$ cat src/rtl/pipeline_types.sv
// Shared pipeline datapath types.
// control_path_t carries one-cycle press/release edge pulses from the debouncer.
package pipeline_types;

    typedef struct packed {
        logic rising;
        logic falling;
    } control_path_t;

endpackage

$ cat src/rtl/button_event_ctrl.sv
// Button gesture classifier: turns debounced press/release pulses into short, long and
// double press events, and steps a mode index according to the classified gesture.
module button_event_ctrl #(
    parameter  int unsigned LONG_PRESS_CYCLES = 8,
    parameter  int unsigned DOUBLE_GAP_CYCLES = 4,
    parameter  int unsigned NUM_MODES         = 3,
    localparam int unsigned MODE_W            = $clog2(NUM_MODES)
) (
    input  logic                          i_clk,
    input  logic                          i_reset_n,
    input  pipeline_types::control_path_t i_control,
    output logic                          o_short_pulse,
    output logic                          o_long_pulse,
    output logic                          o_double_pulse,
    output logic [MODE_W-1:0]             o_mode,
    output logic                          o_busy
);

    // One counter serves both the hold timer and the release-gap timer.
    localparam int unsigned SPAN  = (LONG_PRESS_CYCLES > DOUBLE_GAP_CYCLES) ?
                                    LONG_PRESS_CYCLES : DOUBLE_GAP_CYCLES;
    localparam int unsigned CNT_W = $clog2(SPAN);

    localparam logic [CNT_W-1:0]  CNT_SAT   = CNT_W'(SPAN - 1);
    localparam logic [CNT_W-1:0]  LONG_LAST = CNT_W'(LONG_PRESS_CYCLES - 1);
    localparam logic [CNT_W-1:0]  GAP_LAST  = CNT_W'(DOUBLE_GAP_CYCLES - 1);
    localparam logic [MODE_W-1:0] MODE_LAST = MODE_W'(NUM_MODES - 1);

    typedef enum logic [2:0] {
        StIdle,
        StPressed,
        StLongHeld,
        StWaitSecond,
        StSecondPressed
    } state_e;

    state_e            state_q, state_d;
    logic [CNT_W-1:0]  cnt_q, cnt_d;
    logic [MODE_W-1:0] mode_q, mode_d;
    logic              short_q, short_d;
    logic              long_q, long_d;
    logic              double_q, double_d;

    logic              rise;
    logic              fall;
    logic [MODE_W-1:0] mode_inc;
    logic [MODE_W-1:0] mode_dec;

    // Simultaneous press and release is treated as noise.
    assign rise = i_control.rising & ~i_control.falling;
    assign fall = i_control.falling & ~i_control.rising;

    assign mode_inc = (mode_q == MODE_LAST) ? '0 : mode_q + MODE_W'(1);
    assign mode_dec = (mode_q == '0) ? MODE_LAST : mode_q - MODE_W'(1);

    always_comb begin
        state_d  = state_q;
        short_d  = 1'b0;
        long_d   = 1'b0;
        double_d = 1'b0;

        // Edge checks come first in every state so they win over a same-cycle timeout.
        unique case (state_q)
            StIdle: begin
                if (rise) begin
                    state_d = StPressed;
                end
            end
            StPressed: begin
                if (fall) begin
                    state_d = StWaitSecond;
                end else if (cnt_q == LONG_LAST) begin
                    state_d = StLongHeld;
                    long_d  = 1'b1;
                end
            end
            StLongHeld: begin
                if (fall) begin
                    state_d = StIdle;
                end
            end
            StWaitSecond: begin
                if (rise) begin
                    state_d = StSecondPressed;
                end else if (cnt_q == GAP_LAST) begin
                    state_d = StIdle;
                    short_d = 1'b1;
                end
            end
            StSecondPressed: begin
                if (fall) begin
                    state_d  = StIdle;
                    double_d = 1'b1;
                end else if (cnt_q == LONG_LAST) begin
                    // A held second press is still a double press, not a long one.
                    state_d  = StLongHeld;
                    double_d = 1'b1;
                end
            end
            default: begin
                state_d = StIdle;
            end
        endcase
    end

    always_comb begin
        mode_d = mode_q;
        if (short_d) begin
            mode_d = mode_inc;
        end else if (double_d) begin
            mode_d = mode_dec;
        end else if (long_d) begin
            mode_d = '0;
        end
    end

    always_comb begin
        cnt_d = cnt_q;
        if (state_d != state_q) begin
            cnt_d = '0;
        end else if (cnt_q != CNT_SAT) begin
            cnt_d = cnt_q + CNT_W'(1);
        end
    end

    always_ff @(posedge i_clk or negedge i_reset_n) begin
        if (!i_reset_n) begin
            state_q  <= StIdle;
            cnt_q    <= '0;
            mode_q   <= '0;
            short_q  <= 1'b0;
            long_q   <= 1'b0;
            double_q <= 1'b0;
        end else begin
            state_q  <= state_d;
            cnt_q    <= cnt_d;
            mode_q   <= mode_d;
            short_q  <= short_d;
            long_q   <= long_d;
            double_q <= double_d;
        end
    end

    assign o_short_pulse  = short_q;
    assign o_long_pulse   = long_q;
    assign o_double_pulse = double_q;
    assign o_mode         = mode_q;
    assign o_busy         = (state_q != StIdle);

endmodule

$ cat config.mk
export PLATFORM = sky130hd
export DESIGN_NAME = button_event_ctrl
export DESIGN_NICKNAME = d
export VERILOG_FILES = /design/src/rtl/pipeline_types.sv /design/src/rtl/button_event_ctrl.sv
export SDC_FILE = /design/constraint.sdc
export NUM_CORES = 1
export LEC_CHECK = 0
export CORE_MARGIN = 1.5
export CORE_UTILIZATION = 51
export CTS_CLUSTER_DIAMETER = 50
export DETAILED_ROUTE_END_ITERATION = 7
export PLACE_DENSITY = 0.74
export SLEW_MARGIN = 25
export SYNTH_ARGS = -nofsm -noshare
export SYNTH_HDL_FRONTEND = slang
export SYNTH_SLANG_ARGS = --single-unit
$ cat constraint.sdc
create_clock -name i_clk -period 2.1 [get_ports i_clk]
set_clock_uncertainty 0.1 [all_clocks]
set_input_delay 0.42 -clock i_clk [delete_from_list [all_inputs] [get_ports i_clk]]
set_output_delay 0.42 -clock i_clk [all_outputs]
set_load 0.02 [all_outputs]
==> results of run 1 <==
-- routing by layer --
metal,up-vias,share of wire [%],global-route usage [%]
met5,-,0,0
met4,0,0.72,14.2
met3,2,6.8,8.33
met2,29,48,36.1
met1,289,44,25.0
li1,304,-,-
-- what timing repair did --
action	CTS	global route
resized for setup	1	0
endpoints found under the hold margin	0	0
setup endpoints to repair	1	0
-- power by group through the flow --
stage	registers, mW	logic (mW)	clock network (mW)
2_1_floorplan	0.332	0.341	0
3_3_place_gp	0.318	0.510	0
3_5_place_dp	0.321	0.526	0
4_1_cts	0.317	0.521	0.154
5_1_grt	0.323	0.579	0.165
6_report	0.318	0.527	0.149
-- final cells by class --
| class | count | area [µm²] |
|---|---|---|
| clock buffer | 4 | 26.3 |
| sequential | 11 | 275 |
| fill | 118 | 413 |
| timing repair buffer | 16 | 141 |
| tap | 15 | 18.8 |
| inverter | 9 | 33.8 |
| multi-input combinational | 53 | 393 |
-- kinds of logic (layout without fill, tap and decap cells) --
logic type                 count (synthesis)  count (layout)  synth area share (%)
DFF                                       11              11                  38.5
xor gates and xnor gates                   1               1                  1.22
muxes                                      1               1                  1.40
AOI/OAI and AO/OA                         20              20                  21.7
and+or+nand+nor                           25              25                  20.1
buffers and inverters                     12              29                  6.64
adders and majority gates                  6               6                  10.5
-- cell usage after synthesis --
cell       number
or3_1           1
o22a_1          1
o211ai_1        1
ha_1            6
o311a_1         1
a32oi_1         1
nand3_1         2
o32a_1          1
a31oi_1         1
dfrtp_1        11
o32ai_1         1
a21oi_1         7
and2b_1         3
nor2_1          6
or2b_2          1
nor2b_1         1
xor2_1          1
nand4_1         2
inv_1           9
nand3b_1        1
a311o_1         1
nand2_1         2
a2111oi_4       1
clkbuf_1        1
nor3_1          4
mux2i_1         1
o31ai_1         1
o21ai_0         3
nand2b_4        1
nand2b_1        1
buf_2           2
-- state kept, by name, summed over array words and instances, names as in the netlist --
signal / cells
o_mode: 2
o_double_pulse: 1
o_long_pulse: 1
cnt_q: 3
o_short_pulse: 1
state_q: 3
-- path summary, 6_finish.rpt --
path                       cells after the start                    end
max in group asynchronous                      1   cnt_q[0]$_DFFE_PN0P_
setup / recovery                               6   cnt_q[2]$_DFFE_PN0P_
min in group i_clk                             2  o_mode[1]$_DFFE_PN0P_
hold reg to reg                                2  o_mode[1]$_DFFE_PN0P_
setup reg to reg                               6   cnt_q[2]$_DFFE_PN0P_
hold / removal                                 1   state_q[2]$_DFF_PN0_
-- through the flow --
step                TNS (ns)  setup WS (ns)  hold slack, ns
finish                     0          0.135           0.374
global route               0         0.0156           0.409
CTS                        0          0.141           0.393
detailed placement    -0.142        -0.0623           0.491
global placement     -0.0328        -0.0190           0.478
floorplan                  0          0.184          0.0244
-- worst max-delay path: cells and delay by family (launching register included) --
kind | cells | cell delay (ns)
AOI/OAI and AO/OA | 3 | 0.72
adders and majority gates | 2 | 0.47
DFF | 1 | 0.40
and+or+nand+nor | 1 | 0.18
==> key figures, run 1 <==
Die
  – Die area: about 1600 µm²
  – Starting Density: a little over half
  – Rows: 13
  – I/O pins: 10
  – Core area: 1300 µm²
  – Die span in x: roughly 40 µm
  – Die height: about 40 µm

Synth
  – YS warnings: 0
  – Mean Syn Cell Area: around 9.4 µm²
  – Top cells by area, synth: dfrtp_1, ha_1, a21oi_1
  – Sequential area share after synthesis: between 30% and 40%
  – Post-Synthesis Cells: 76
  – Synth unique cells: 31
  – Syn_nets: 86
  – Area leader, netlist: dfrtp_1
  – Synthesized cell area: 716 µm²
  – Yosys reg bits: 11
  – Share of the synthesized area in the top cell type: 38.5%

Power
  – VDD IR max: 0.000535 V
  – Static Leakage: 0.401 nW
  – Internal Pwr Total: between 0.5 and 0.6 mW
  – Psw: roughly 0.42 mW
  – Reg power frac: ~32%
  – Design Power: ~0.99 mW
  – Logic pwr share: a little over half
  – PD cells: around 1100 nW/µm²
  – Clock power share: about 15%
  – Switching Share: between 40 and 50%

Timing
  – Minimum clock period after layout: ~2.0 ns
  – Part of the cycle the worst path needs: 93.6%
  – Slew HR: roughly two thirds
  – F_max: approximately 500 MHz
  – Final Slew Violations: 0
  – Final setup fails: 0
  – Hold Vio Cnt, Final: 0
  – Unrepaired setup endpoints after global routing: no
  – Slew @ Worst Pin: 0.490 ns

Clock network
  – Max Root-Sink Buffers: 2
  – Clk Tree Root Cell: clkbuf_4
  – Num CTS Buffers: 3
  – Skew-Pair Late Insertion Delay: between 0.2 and 0.3 ns
  – Clock sink count: 11
  – Clock-pin slew on the worst setup and hold paths: 0.07 ns
  – CTS tree: done
  – Cts hold-fix bufs: 0
  – Max H-tree Level: 1
  – Postcts setup bufs: 0

Finish
  – Design area: around 890 µm²
  – Commonest non-fill, non-tap cell in the layout: dfrtp_1
  – Layout cell share with drive strength beyond 1: 14.0%
  – Non-filler instance count after layout: around 110
  – Util after Layout: about two thirds
  – Layout Nets: ~100
  – Area grow syn2layout: 24.1%
  – ANT cells: 0
  – Most frequent cells in the layout: dfrtp_1, inv_1, clkdlybuf4s50_1

Critical path
  – Crit path launch: cnt_q[0]$_DFFE_PN0P_
  – CP max stage cell: dfrtp_1
  – Most used cell, CP: ha_1
  – RR Startpoint: cnt_q[0]$_DFFE_PN0P_
  – Critical Path AT: 2.04 ns
  – WS Path Type: register to register
  – CP Cell Sequence: ha_1 > ha_1 > nor2_1 > a21oi_1 > a311o_1 > a2111oi_4
  – Max incr delay on CP: approximately 0.40 ns
  – Required @ worst endpoint: between 2 and 2.5 ns
  – R2R setup slack: around 0.13 ns
  – Max FO, Critical Path: 4
  – CP startpoint kind: register
  – CP endpoint kind: register

Drt
  – ANT nets after route: 0
  – Iteration-0 DRC Markers: 14
  – Vias/cell: 5.78
  – Remaining DRCs: 0
  – First-pass iteration count of the detailed router: 4
  – DR vias: 624
  – Final WL: around 1500 µm
  – Wire per inst: ~14 µm

Placed design
  – Post-DP Area: between 800 and 900 µm²
  – Detail Placement HPWL: around 1100 µm
  – Port buffer count: 9
  – Placer congestion estimate: 0.839
  – Cell count after placement: around 100

Global route
  – Global-route wire length before repair: around 2300 µm
  – Gr usage total: around 23%
  – Initial antenna violation count: 0
  – Gr ovfl total: 0
  – Largest net degree at the start of global routing: 17
  – Vias in the first global route: about 560

Run
  – Max Cap Viol: 0

Outcome
  – Outcome: finished, final reports clean

Min path
  – Min-Delay Path Class: input pin to async pin
Power figures use the tool's default switching activity.
==> run 2, diff against run 1 <==
- SLEW_MARGIN: 25 -> not set
- TNS_END_PERCENT: not set -> 20
==> results of run 2 <==
No change in the layout: final DEF, timing and power equal those of run 1.
